$ cat config.mk
export PLATFORM = sky130hd
export DESIGN_NAME = border_hit_scheduler
export DESIGN_NICKNAME = d
export VERILOG_FILES = /design/src/rtl/hit_pkg.sv /design/src/rtl/border_reflect.sv /design/src/rtl/border_hit_scheduler.sv
export SDC_FILE = /design/constraint.sdc
export NUM_CORES = 1
export LEC_CHECK = 0
export BUFFER_PORTS_ARGS = -buffer_cell sky130_fd_sc_hd__buf_2
export CORE_MARGIN = 2
export CORE_UTILIZATION = 40
export DETAILED_ROUTE_END_ITERATION = 8
export PLACE_DENSITY = 0.7
export SYNTH_ARGS = -nofsm -noshare
export SYNTH_HDL_FRONTEND = slang
export SYNTH_HIERARCHICAL = 1
export SYNTH_SLANG_ARGS = --single-unit
$ cat constraint.sdc
create_clock -name clk -period 4.5 [get_ports clk]
set_clock_uncertainty 0.2 [all_clocks]
set_input_delay 0.9 -clock clk [delete_from_list [all_inputs] [get_ports clk]]
set_output_delay 0.9 -clock clk [all_outputs]
set_load 0.1 [all_outputs]
$ cat src/rtl/hit_pkg.sv
// rtl/hit_pkg.sv - shared types, border defaults and helpers for the border hit scheduler
package hit_pkg;

    typedef logic signed [10:0] coord_t;
    typedef logic signed [10:0] vel_t;

    typedef enum logic [1:0] {IDLE, SCAN, CALC, ISSUE} hit_state_t;

    localparam int DEF_TOP_OFFSET   = 32;
    localparam int DEF_DOWN_OFFSET  = 448;
    localparam int DEF_LEFT_OFFSET  = 32;
    localparam int DEF_RIGHT_OFFSET = 608;
    localparam int DEF_BALL_SIZE    = 32;
    localparam int VEL_MAX          = 1023;

    // One extra bit of headroom so pos+SIZE never wraps.
    function automatic logic signed [11:0] ext12(input coord_t c);
        return {c[10], c};
    endfunction

    function automatic vel_t neg_sat(input vel_t v);
        logic signed [11:0] n;
        n = -$signed({v[10], v});
        if (n > 12'sd1023)
            return 11'(VEL_MAX);
        return n[10:0];
    endfunction

endpackage

$ cat src/rtl/border_reflect.sv
// rtl/border_reflect.sv - combinational velocity reflection against the four borders
module border_reflect
    import hit_pkg::*;
#(
    parameter int TOP_OFFSET   = DEF_TOP_OFFSET,
    parameter int DOWN_OFFSET  = DEF_DOWN_OFFSET,
    parameter int LEFT_OFFSET  = DEF_LEFT_OFFSET,
    parameter int RIGHT_OFFSET = DEF_RIGHT_OFFSET,
    parameter int BALL_SIZE    = DEF_BALL_SIZE
)(
    input  coord_t posX,
    input  coord_t posY,
    input  vel_t   velX,
    input  vel_t   velY,
    output vel_t   newVelX,
    output vel_t   newVelY
);

    localparam logic signed [11:0] TOP_C   = 12'(TOP_OFFSET);
    localparam logic signed [11:0] DOWN_C  = 12'(DOWN_OFFSET);
    localparam logic signed [11:0] LEFT_C  = 12'(LEFT_OFFSET);
    localparam logic signed [11:0] RIGHT_C = 12'(RIGHT_OFFSET);
    localparam logic signed [11:0] SZ_C    = 12'(BALL_SIZE);

    logic hit_x, hit_y;

    always_comb begin
        hit_x = (ext12(posX) <= LEFT_C) || (ext12(posX) + SZ_C >= RIGHT_C);
        hit_y = (ext12(posY) <= TOP_C)  || (ext12(posY) + SZ_C >= DOWN_C);
    end

    // A ball that already left the border keeps its velocity.
    assign newVelX = hit_x ? neg_sat(velX) : velX;
    assign newVelY = hit_y ? neg_sat(velY) : velY;

endmodule

$ cat src/rtl/border_hit_scheduler.sv
// rtl/border_hit_scheduler.sv - captures per-ball border hits and issues one reflection per ball per frame
module border_hit_scheduler
    import hit_pkg::*;
#(
    parameter int NUM_BALLS    = 4,
    parameter int TOP_OFFSET   = DEF_TOP_OFFSET,
    parameter int DOWN_OFFSET  = DEF_DOWN_OFFSET,
    parameter int LEFT_OFFSET  = DEF_LEFT_OFFSET,
    parameter int RIGHT_OFFSET = DEF_RIGHT_OFFSET,
    parameter int BALL_SIZE    = DEF_BALL_SIZE
)(
    input  logic                   clk,
    input  logic                   resetN,
    input  logic                   startOfFrame,
    input  logic [NUM_BALLS-1:0]   ballDR,
    input  logic                   bordersDR,
    input  logic [NUM_BALLS*11-1:0] ballPosX,
    input  logic [NUM_BALLS*11-1:0] ballPosY,
    input  logic [NUM_BALLS*11-1:0] ballVelX,
    input  logic [NUM_BALLS*11-1:0] ballVelY,
    input  logic                   updReady,
    output logic                   updValid,
    output logic [3:0]             updIdx,
    output vel_t                   updVelX,
    output vel_t                   updVelY,
    output logic                   collisionOccurred,
    output logic                   overrun
);

    localparam logic signed [11:0] TOP_C   = 12'(TOP_OFFSET);
    localparam logic signed [11:0] DOWN_C  = 12'(DOWN_OFFSET);
    localparam logic signed [11:0] LEFT_C  = 12'(LEFT_OFFSET);
    localparam logic signed [11:0] RIGHT_C = 12'(RIGHT_OFFSET);
    localparam logic signed [11:0] SZ_C    = 12'(BALL_SIZE);

    hit_state_t             state, state_nxt;
    logic [NUM_BALLS-1:0]   pending, armed, svc_mask, inside_v, hits, clr_mask;
    logic [3:0]             idx, low_idx;
    coord_t                 sel_px, sel_py;
    vel_t                   sel_vx, sel_vy, refl_vx, refl_vy, velx_q, vely_q;
    logic                   snap, accept;

    // Arming wins over a hit: a ball fully inside cannot register a border hit.
    always_comb begin
        inside_v = '0;
        hits     = '0;
        for (int i = 0; i < NUM_BALLS; i++) begin
            inside_v[i] = (ext12(ballPosX[i*11 +: 11]) > LEFT_C) &&
                          (ext12(ballPosX[i*11 +: 11]) + SZ_C < RIGHT_C) &&
                          (ext12(ballPosY[i*11 +: 11]) > TOP_C) &&
                          (ext12(ballPosY[i*11 +: 11]) + SZ_C < DOWN_C);
            hits[i] = ballDR[i] & bordersDR & armed[i] & ~inside_v[i];
        end
    end

    always_comb begin
        low_idx  = '0;
        sel_px   = '0;
        sel_py   = '0;
        sel_vx   = '0;
        sel_vy   = '0;
        clr_mask = '0;
        for (int i = NUM_BALLS - 1; i >= 0; i--) begin
            if (svc_mask[i])
                low_idx = 4'(i);
        end
        for (int i = 0; i < NUM_BALLS; i++) begin
            if (idx == 4'(i)) begin
                sel_px      = coord_t'(ballPosX[i*11 +: 11]);
                sel_py      = coord_t'(ballPosY[i*11 +: 11]);
                sel_vx      = vel_t'(ballVelX[i*11 +: 11]);
                sel_vy      = vel_t'(ballVelY[i*11 +: 11]);
                clr_mask[i] = 1'b1;
            end
        end
    end

    border_reflect #(
        .TOP_OFFSET  (TOP_OFFSET),
        .DOWN_OFFSET (DOWN_OFFSET),
        .LEFT_OFFSET (LEFT_OFFSET),
        .RIGHT_OFFSET(RIGHT_OFFSET),
        .BALL_SIZE   (BALL_SIZE)
    ) u_reflect (
        .posX   (sel_px),
        .posY   (sel_py),
        .velX   (sel_vx),
        .velY   (sel_vy),
        .newVelX(refl_vx),
        .newVelY(refl_vy)
    );

    assign snap   = (state == IDLE) && startOfFrame;
    assign accept = updValid && updReady;

    always_ff @(posedge clk or negedge resetN) begin
        if (!resetN)
            state <= IDLE;
        else
            state <= state_nxt;
    end

    always_comb begin
        state_nxt = state;
        case (state)
            IDLE:  if (startOfFrame) state_nxt = SCAN;
            SCAN:  state_nxt = (svc_mask == '0) ? IDLE : CALC;
            CALC:  state_nxt = ISSUE;
            ISSUE: if (updReady) state_nxt = SCAN;
            default: state_nxt = IDLE;
        endcase
    end

    always_comb begin
        updValid          = (state == ISSUE);
        collisionOccurred = (state == ISSUE) && updReady;
        overrun           = startOfFrame && (state != IDLE);
    end

    // Hits seen in the snapshot cycle itself belong to the next frame.
    always_ff @(posedge clk or negedge resetN) begin
        if (!resetN) begin
            pending  <= '0;
            armed    <= '1;
            svc_mask <= '0;
            idx      <= '0;
            velx_q   <= '0;
            vely_q   <= '0;
        end else begin
            armed <= (armed & ~hits) | inside_v;
            if (snap) begin
                svc_mask <= pending;
                pending  <= hits;
            end else begin
                pending <= pending | hits;
                if (accept)
                    svc_mask <= svc_mask & ~clr_mask;
            end
            if (state == SCAN)
                idx <= low_idx;
            if (state == CALC) begin
                velx_q <= refl_vx;
                vely_q <= refl_vy;
            end
        end
    end

    assign updIdx  = idx;
    assign updVelX = velx_q;
    assign updVelY = vely_q;

endmodule
==> out/metrics.yaml, run 1 <==
yosys:
  synth_cell_types: 71
  syn_inst: 491
  synth_ff_type: "dfrtp_1"
  syn_avg_cell_area_um2: 9.45
  async_reset_ff_share_pct: 100
  syn_area_um2: 4640
  ys_seq_elements: 38
  seq_area_frac_synth_pct: 20.6
  synth_edf_count: 0
  yosysWarnings: 6
clock_tree:
  root_buffer: "clkbuf_16"
  htreeDepth: 2
  numCtsBuffers: 5
  clkTransAtPathRegs_ns: 0.06
  post-cts-setup-buffer-count: 0
  cts_tree: "built"
  cts_buffer_depth: 2
  ctsResizeCount: 0
  cts_sinks: 38
  postCtsHoldBufs: 0
  worst_skew_pair.late_latency_ns: 0.28
power:
  powerDensity_nw_per_um2: 614
  vdd_drop_max_mv: 0.729
  switching_power_mw: 1.99
  p_int_mw: 1.70
  seqPwrFrac_pct: 18.2
  finalPower_mw: 3.69
  p_comb_share_pct: 69.4
  power_frac_clock_pct: 12.4
  switching_share_pct: 53.8
  p_leak_nw: 2.76
sta:
  timing.final.ws_setup_ns: 0.706
  worst_pin_slew_ns: 1.09
  finalCritPeriodShare_pct: 84.3
  period_needed_ns: 3.79
  max-slew-margin-rel_pct: 27.5
  rsz0062_at_grt: "false"
  hold_viol_final: 0
  setup_tns_ns: 0
  max_freq_mhz: 264
  maxSlewViolCount: 0
  setup_viol: 0
drt:
  drtIter0Drc: 209
  vias_per_cell: 5.85
  routed_wl_mm: 14.0
  via_count: 4910
  wl_per_cell_um: 16.6
  dr.pass1.iters: 5
  drc: 0
  antenna_left: 0
worst_setup_path:
  crit_required_ns: 4.46
  rr_worst_depth: 8
  slowest_stage: "dfrtp_4"
  crit_path_max_fanout: 25
  startpoint_type: "flop"
  cp-endpoint: "updVelY[9]"
  r2r-end: "updVelY[9]"
  startpoint: "updIdx[0]"
  max_stage_delay_ns: 0.71
  crit_type: "flop to flop"
  worstPathArrival_ns: 3.76
  r2r-start: "updIdx[0]"
  regToRegSetupSlack_ns: 0.71
  crit_chain: "buf_4 -> mux4_2 -> or4_1 -> nor2_1 -> nand2_1 -> o31a_2 -> o21a_1 -> mux2_2"
  cp-end-kind: "flop"
cells_and_area:
  seq_area_um2: 961
  final_cell_mix: "211 x buf_2, 43 x inv_1, 43 x mux4_2, 43 x nand2_1, 32 x dfrtp_1"
  nets: 910
  multiInputGateArea_um2: 3420
  n_antenna_cell: 0
  finalNonFillerCells: 840
  final_common_cell: "buf_2"
  drive_gt1_share_pct: 44.5
  final.fill_count: 1061
  syn_to_final_growth_pct: 29.5
run_status:
  status: "finished, final reports clean"
global_route:
  track_usage_pct: 22.3
  grt_pass1_wl_mm: 23.2
  antenna_found_initial: 0
  gr-total-overflow: 0
  grt_max_degree: 39
  grt_pass1_vias: 4943
place:
  dp_slack_ns: 0.620
  dp_hpwl_mm: 11.7
  dp_cells: 832
  gp_congestion: 0.948
  io_buffers: 211
die:
  dieArea_um2: 12500
  die_w_um: 112
  num_rows: 39
  ioPinCount: 214
  core_area_um2: 11400
  start_util_pct: 40.8
  fp.dieH_um: 112
job:
  drv_cap: 0
min_path:
  hold_class: "flop to flop"
-- sequential cells by signal, summed over array words and instances (netlist names) --
name / flops
svc_mask: 4
updIdx: 2
armed: 4
updVelY: 11
pending: 4
state: 2
updVelX: 11
-- cell families (layout without fill, tap and decap cells) --
| logic type | count (synthesis) | in the layout | share of synthesized area [%] |
|---|---|---|---|
| AO/OA/AOI/OAI | 116 | 116 | 16.7 |
| XOR/XNOR | 7 | 7 | 1.32 |
| adder cells (fa/ha/maj) | 29 | 29 | 7.82 |
| buffers and inverters | 62 | 267 | 5.77 |
| flip-flops | 38 | 38 | 20.6 |
| multiplexers | 75 | 75 | 28.8 |
| other | 1 | 2 | 0.0808 |
| AND/OR/NAND/NOR | 163 | 163 | 18.9 |
-- worst max-delay path, delay by kind of cell (launching register included) --
kind            cells  cell delay [ns]
mux                 2             0.85
flops               1             0.71
compound gates      2             0.52
buf+inv             1             0.39
simple gates        3             1.00
-- power by group through the flow --
stage / clock network (mW) / registers (mW) / logic (mW)
global placement: 0 / 0.671 / 2.51
detailed placement: 0 / 0.682 / 2.56
finish: 0.459 / 0.670 / 2.56
CTS: 0.471 / 0.675 / 2.57
global route: 0.484 / 0.706 / 2.75
floorplan: 0 / 1.37 / 1.37
-- layout make-up --
class                   count  area share (%)
multi-input cells         392            56.9
repair buffers            216            18.2
flip-flops and latches     38            16.0
well taps                 143            2.98
inverters                  43            2.69
clock buffers               5            2.08
clock inverters             3            1.15
-- worst min-delay path by stage --
stage,cells after the start,start,to
final,2,pending[3],svc_mask[3]
after global routing,2,armed[2],armed[2]
after CTS,2,pending[3],svc_mask[3]
after detailed placement,2,pending[3],svc_mask[3]
after global placement,2,armed[2],armed[2]
after floorplan,2,armed[2],armed[2]
-- through the flow --
stage | util [%] | hold WS (ns) | instance area (um^2)
after global routing | 52.9 | 0.296 | 6010
after global placement | 51.2 | 0.248 | 5820
after floorplan | - | 0.236 | 4640
after detailed placement | 51.2 | 0.254 | 5820
final | 52.9 | 0.266 | 6010
after CTS | 52.9 | 0.270 | 6010
-- routing by layer --
metal / part of all wire [%] / GRT usage (%) / vias to the layer above
met5: 0 / 0 / -
met4: 1.7 / 5.02 / 0
met3: 7.3 / 3.65 / 16
met2: 52 / 41.9 / 219
met1: 39 / 26.5 / 2371
li1: - / - / 2304
-- synth_stat cells (3+ instances only) --
cell	instances	area share, %
o211ai_1	7	1.1
nor4_1	10	1.3
nor3b_1	7	1.1
nand2_1	43	3.5
a21oi_1	22	2.4
nand4_1	3	0.40
mux2_2	26	6.3
nor3_1	9	0.97
clkbuf_1	6	0.49
dfstp_2	4	2.3
a21boi_0	4	0.65
nor2_1	28	2.3
and2_1	3	0.40
nor2b_1	3	0.40
nand3_1	19	2.0
and3b_1	3	0.57
a211oi_1	5	0.81
buf_2	7	0.75
o22ai_1	6	0.81
nand2b_1	3	0.40
xnor2_1	4	0.75
and3_1	6	0.81
o21ai_0	25	2.7
ha_1	29	7.8
buf_4	4	0.65
nand4b_1	3	0.57
a31oi_1	13	1.8
mux4_2	43	21
mux2i_1	5	1.1
inv_1	43	3.5
xor2_1	3	0.57
or3_1	9	1.2
dfrtp_1	34	18
a21o_1	5	0.81
(Power assumes the default switching activity.)
==> run 2, diff against run 1 <==
ABC_AREA = 1   (was unset)
PLACE_DENSITY = 0.71   (was 0.7)
clock period = 3.1 ns   (was 4.5 ns; I/O delays follow)
==> run 2 against run 1 <==
Compared with the run above: combinational power up 88%; sequential share of layout area is 1.4 points lower; critical endpoint is now updVelY[6]; highest routed layer unchanged; synthesized cell count is 89% higher.
==> out/metrics.yaml, run 2 <==
global_route:
  antenna_found_initial: 1  # +1
  grt_pass1_wl_mm: 27.6  # +19%
  grt_max_degree: 39  # unchanged
  track_usage_pct: 24.0  # +1.8 points
  grt_pass1_vias: 5906  # +19%
  gr-total-overflow: 0  # unchanged
yosys:
  async_reset_ff_share_pct: 100  # unchanged
  synthMostInstantiatedCell: "nand2_1"
  synth_top_area_share_pct: 30.5  # +9.6 points
  seq_area_frac_synth_pct: 18.6  # -2.0 points
  synth_edf_count: 0  # unchanged
  synth_ff_type: "dfrtp_1"
  syn_inst: 927  # +89%
  synth_cell_types: 36  # -49%
  ys_top_cells_by_area: "nand2_1 30%, dfrtp_1 17%, inv_1 8.4%, ha_1 7.1%, nand4_1 6.1%"
  synth_top_area_cell: "nand2_1"
  syn_area_um2: 5140  # +11%
  ys_seq_elements: 38  # unchanged
  synth_common_cells: "417 x nand2_1, 115 x inv_1, 73 x nor2_1, 50 x nand4_1, 39 x nand3_1"
  yosysWarnings: 6  # unchanged
  syn_avg_cell_area_um2: 5.54  # -41%
min_path:
  hold_class: "primary input to asynchronous set/reset pin"
cells_and_area:
  utilization_pct: 52.4  # -0.50 points
  final_cell_mix: "417 x nand2_1, 211 x buf_2, 115 x inv_1, 73 x nor2_1, 50 x nand4_1"
  drive_gt1_share_pct: 24.6  # -20 points
  final_common_cell: "nand2_1"
  finalInstanceArea_um2: 6580  # +9.5%
  final.fill_count: 1343  # +27%
  syn_to_final_growth_pct: 28.1
  finalNonFillerCells: 1303  # +55%
  nets: 1343  # +48%
worst_setup_path:
  startpoint_type: "flop"
  r2r-start: "updIdx[0]"
  worstPathArrival_ns: 2.85  # -0.91 ns
  crit_required_ns: 3.07  # -1.39 ns
  r2r-end: "updVelY[6]"
  cp-end-kind: "flop"
  rr_worst_depth: 14  # +6
  crit_type: "flop to flop"
  regToRegSetupSlack_ns: 0.23  # -0.48 ns
  crit_path_max_fanout: 13  # -48%
drt:
  wl_per_cell_um: 12.8  # -23%
  via_count: 6306  # +28%
  vias_per_cell: 4.84  # -17%
  drtIter0Drc: 332  # +59%
  routed_wl_mm: 16.7  # +20%
  drc: 0  # unchanged
  dr.pass1.iters: 5  # unchanged
  antenna_left: 0  # unchanged
job:
  drv_cap: 0  # unchanged
clock_tree:
  cts_buffer_depth: 2  # unchanged
  numCtsBuffers: 5  # unchanged
  clkTransAtPathRegs_ns: 0.06  # about the same
  cts_tree: "built"
  worst_skew_pair.late_latency_ns: 0.29  # about the same
  postCtsHoldBufs: 0  # unchanged
  cts_sinks: 38  # unchanged
  htreeDepth: 2  # unchanged
  root_buffer: "clkbuf_16"
sta:
  max_freq_mhz: 348  # +32%
  max-slew-margin-rel_pct: 44.0  # +17 points
  setup_tns_ns: 0  # unchanged
  setup_viol: 0  # unchanged
  timing.final.ws_setup_ns: 0.226  # -0.480 ns
  fin_hold_ws_ns: 0.241  # -0.0247 ns
  finalCritPeriodShare_pct: 92.7  # +8.4 points
  rsz0062_at_grt: "false"
  maxSlewViolCount: 0  # unchanged
  period_needed_ns: 2.87  # -0.920 ns
  worst_pin_slew_ns: 0.840  # -0.248 ns
  hold_viol_final: 0  # unchanged
power:
  vdd_drop_max_mv: 0.372  # -49%
  powerDensity_nw_per_um2: 971  # +58%
  p_leak_nw: 3.83  # +39%
  finalPower_mw: 6.39  # +73%
die:
  ioPinCount: 214  # unchanged
  dieArea_um2: 13800  # +10%
  fp.dieH_um: 117  # +5.0%
  start_util_pct: 40.9  # +0.050 points
  core_area_um2: 12600  # +11%
  die_w_um: 117  # +5.0%
  num_rows: 41  # +5.1%
run_status:
  status: "finished, final reports clean"
place:
  gp_congestion: 0.912  # -3.8%
  dp_cells: 1294  # +56%
  io_buffers: 211  # unchanged
  dp_slack_ns: 0.0731  # -0.547 ns
  dp_hpwl_mm: 13.5  # +16%
  placed_area_um2: 6350  # +9.3%
## run 2: cell count changes in the layout (fill, tap and decap cells not counted), sizes merged, moves of 27 or more
cell | before | now
nand2 | 43 | 425
nand3 | 19 | 46
mux4 | 44 | 0
inv | 43 | 125
nand4 | 3 | 50
nor2 | 29 | 81
## run 2: kinds of logic after synthesis
| family | count (synthesis) | share of synthesized area [%] |
|---|---|---|
| AO/OA/AOI/OAI | 69 | 7.60 |
| other | 1 | 0.0730 |
| XOR/XNOR | 14 | 2.39 |
| AND/OR/NAND/NOR | 621 | 51.9 |
| buffers and inverters | 155 | 12.4 |
| flip-flops | 38 | 18.6 |
| adder cells (fa/ha/maj) | 29 | 7.06 |
## run 2: critical path, stage by stage (launching register included)
cell and delay (ns):
dfrtp_2 0.47, nor2_4 0.37, buf_4 0.27, a21oi_1 0.08, o21ai_1 0.22, inv_2 0.07
or2_0 0.21, o22ai_1 0.11, nand2_1 0.08, nand2_2 0.19, nand2_2 0.18, nand2_1 0.10
nand2_1 0.05, nand2_1 0.07, nand2_1 0.07
## run 2: final cells by class
type                            instances  area, um^2  area share, %
Timing Repair Buffer                  223        1160           17.6
Tap cell                              172         215           3.27
Antenna cell                            1        2.50         0.0380
Clock buffer                            6         139           2.11
Sequential cell                        38         958           14.6
Inverter                              126         475           7.23
Multi-Input combinational cell        735        3570           54.3
Clock inverter                          2        60.1          0.913
## run 2: layer usage
layer | track usage [%] | up-vias | routed length (um) | share of wire [%]
li1 | - | 3318 | - | -
met1 | 30.9 | 2756 | 7530 | 45
met5 | 0 | - | 0 | 0
met3 | 3.45 | 24 | 1010 | 6.1
met2 | 41.1 | 208 | 7760 | 46
met4 | 8.36 | 0 | 404 | 2.4
## run 2: timing repair
action,4_1_cts,5_1_grt
setup buffers,0,0
resized for setup,0,7
setup endpoints to repair,0,22
## run 2: worst max path at each step
stage	start	to	slack (ns)
floorplan	updIdx[0]	updVelX[5]	0.15
finish	updIdx[0]	updVelY[6]	0.23
detailed placement	ballPosX[16]	updVelX[7]	0.07
CTS	updIdx[1]	updVelX[1]	0.06
global placement	ballPosX[16]	updVelX[2]	0.15
global route	updIdx[0]	updVelY[0]	0.00002
## run 2: report_power, final
part / leakage (nW) / switching [mW] / internal [mW] / total, mW
Sequential: 0.460 / 0.147 / 0.754 / 0.902
Clock: 0.0971 / 0.196 / 0.483 / 0.678
Combinational: 3.28 / 3.53 / 1.28 / 4.81
==> run 3, diff against run 2 <==
PLACE_DENSITY = 0.74   (was 0.71)
==> run 3 against run 2 <==
Compared with the run above: power decreased by 2.7%; largest power group unchanged; via count increased by 1.4%; hold slack improved by 0.0086 ns; critical path depth increased by 3; sequential share of layout area increased by 0.11 points; first-iteration DRC count increased by 86%.
==> out/metrics.yaml, run 3 (synthesized netlist as in run 2, its figures left out) <==
place:
  placed_area_um2: 6360  # about the same
  dp_cells: 1296  # +0.15%
  gp_congestion: 0.942  # +3.3%
  io_buffers: 211  # unchanged
  dp_hpwl_mm: 13.7  # +0.92%
  dp_slack_ns: 0.0248  # -0.0483 ns
worst_setup_path:
  cp-end-kind: "flop"
  rr_worst_depth: 17  # +3
  startpoint_type: "flop"
  crit_type: "flop to flop"
  crit_required_ns: 3.11  # +0.04 ns
  worstPathArrival_ns: 2.86  # about the same
  r2r-end: "updVelY[8]"
  crit_path_max_fanout: 19  # +6
  regToRegSetupSlack_ns: 0.25  # +0.03 ns
  startpoint: "updIdx[0]"
  r2r-start: "updIdx[0]"
  cp-endpoint: "updVelY[8]"
sta:
  fin_hold_ws_ns: 0.250  # +0.00864 ns
  max-slew-margin-rel_pct: 43.3  # -0.70 points
  max_freq_mhz: 351  # +0.90%
  hold_viol_final: 0  # unchanged
  timing.final.ws_setup_ns: 0.251  # +0.0255 ns
  setup_tns_ns: 0  # unchanged
  period_needed_ns: 2.85  # -0.0255 ns
  setup_viol: 0  # unchanged
  rsz0062_at_grt: "false"
  finalCritPeriodShare_pct: 91.9  # -0.82 points
  worst_pin_slew_ns: 0.850  # +0.0105 ns
  maxSlewViolCount: 0  # unchanged
global_route:
  gr-total-overflow: 0  # unchanged
  track_usage_pct: 23.9  # -0.14 points
  grt_max_degree: 39  # unchanged
  grt_pass1_vias: 6003  # +1.6%
  grt_pass1_wl_mm: 27.6  # about the same
  antenna_found_initial: 1  # unchanged
power:
  p_comb_share_pct: 77.7  # +2.4 points
  power_frac_clock_pct: 7.8  # -2.8 points
  switching_share_pct: 62.4  # +1.8 points
  switching_power_mw: 3.88  # +0.28%
  vdd_drop_max_mv: 0.341  # -8.3%
  powerDensity_nw_per_um2: 952  # -1.9%
  finalPower_mw: 6.22  # -2.7%
  p_int_mw: 2.34  # -7.2%
  p_leak_nw: 3.82  # -0.37%
  seqPwrFrac_pct: 14.5  # +0.4 points
drt:
  vias_per_cell: 4.90  # +1.2%
  wl_met2_mm: 7.63  # -1.7%
  routed_wl_mm: 16.7  # +0.16%
  drtIter0Drc: 617  # +86%
  met3_length_mm: 1.11  # +10%
  wl_met1_mm: 7.49  # -0.50%
  antenna_left: 0  # unchanged
  wl_per_cell_um: 12.8  # about the same
  highest_layer: "met4"
  dr.pass1.iters: 6  # +1
  drc: 0  # unchanged
  via_count: 6394  # +1.4%
clock_tree:
  root_buffer: "clkbuf_16"
  postCtsHoldBufs: 0  # unchanged
  htreeDepth: 2  # unchanged
  cts_tree: "built"
  clkTransAtPathRegs_ns: 0.06  # about the same
  worst_skew_pair.late_latency_ns: 0.28  # about the same
  cts_sinks: 38  # unchanged
  numCtsBuffers: 5  # unchanged
  cts_buffer_depth: 2  # unchanged
cells_and_area:
  drive_gt1_share_pct: 24.6  # about the same
  final.fill_count: 1326  # -1.3%
  final_common_cell: "nand2_1"
  finalInstanceArea_um2: 6530  # -0.74%
  nets: 1346  # +0.22%
  seq_area_um2: 958  # unchanged
  syn_to_final_growth_pct: 27.2
  multiInputGateArea_um2: 3570  # +0.11%
  utilization_pct: 52.0  # -0.39 points
  finalNonFillerCells: 1306  # +0.23%
  final_cell_mix: "417 x nand2_1, 211 x buf_2, 115 x inv_1, 73 x nor2_1, 50 x nand4_1"
die:
  fp.dieH_um: 117  # unchanged
  num_rows: 41  # unchanged
  start_util_pct: 40.9  # unchanged
  core_area_um2: 12600  # unchanged
  die_w_um: 117  # unchanged
  dieArea_um2: 13800  # unchanged
  ioPinCount: 214  # unchanged
run_status:
  status: "finished, final reports clean"
job:
  drv_cap: 0  # unchanged
min_path:
  hold_class: "primary input to asynchronous set/reset pin"
run 3: cell count changes in the layout (fill, tap and decap cells not counted):
cell,change
buf_4,+4
bufinv_16,-2
clkinv_2,+2
buf_12,-1
clkbuf_1,+1
clkbuf_8,-1
inv_2,+1
inv_4,-1
nand3_2,-1
nand3_4,+1
o21ai_1,+1
o21ai_2,-1
run 3: repair_timing:
| item | 4_1_cts | 5_1_grt |
|---|---|---|
| resized for setup | 0 | 5 |
| setup endpoints to repair | 0 | 22 |
| buffers inserted | 0 | 1 |
run 3: per-layer routing:
layer  GRT usage (%)  vias up
li1                -     3319
met1            32.2     2787
met2            39.8      257
met3            2.53       31
met4            8.13        0
met5               0        -
run 3: power by group through the flow:
| stage | sequential [mW] | combinational, mW | clock, mW |
|---|---|---|---|
| after floorplan | 1.99 | 2.70 | 0 |
| after global placement | 0.891 | 4.71 | 0 |
| after detailed placement | 0.908 | 4.73 | 0 |
| after CTS | 0.900 | 4.75 | 0.495 |
| after global routing | 0.928 | 5.35 | 0.511 |
| final | 0.901 | 4.83 | 0.486 |
run 3: how the worst min path moves through the flow:
| stage | endpoint | slack [ns] | depth (start not counted) |
|---|---|---|---|
| 3_3_place_gp | updVelY[9] | 0.25 | 2 |
| 2_1_floorplan | pending[0] | 0.12 | 0 |
| 4_1_cts | updVelX[4] | 0.27 | 2 |
| 5_1_grt | updVelY[0] | 0.29 | 2 |
| 3_5_place_dp | updVelY[7] | 0.25 | 2 |
| 6_report | pending[0] | 0.25 | 1 |
run 3: layout make-up:
type | count | share of cell area [%]
Tap cell | 172 | 3.30
Clock buffer | 6 | 1.97
Inverter | 126 | 7.24
Clock inverter | 2 | 0.153
Multi-Input combinational cell | 735 | 54.7
Sequential cell | 38 | 14.7
Timing Repair Buffer | 226 | 17.9
Antenna cell | 1 | 0.0383
run 3: worst max-delay path, cell delays in order, from the launching register on:
cell	delay, ns
dfrtp_2	0.47
nand2_4	0.21
inv_2	0.06
buf_4	0.20
nand2_1	0.11
nand4_1	0.14
inv_1	0.12
ha_1	0.20
nand3_2	0.11
nor2_2	0.20
nand2_1	0.12
nand2_2	0.09
nand3_4	0.13
nand2_1	0.11
nand2_1	0.06
nand2_1	0.09
nand2_1	0.06
nand2_1	0.10
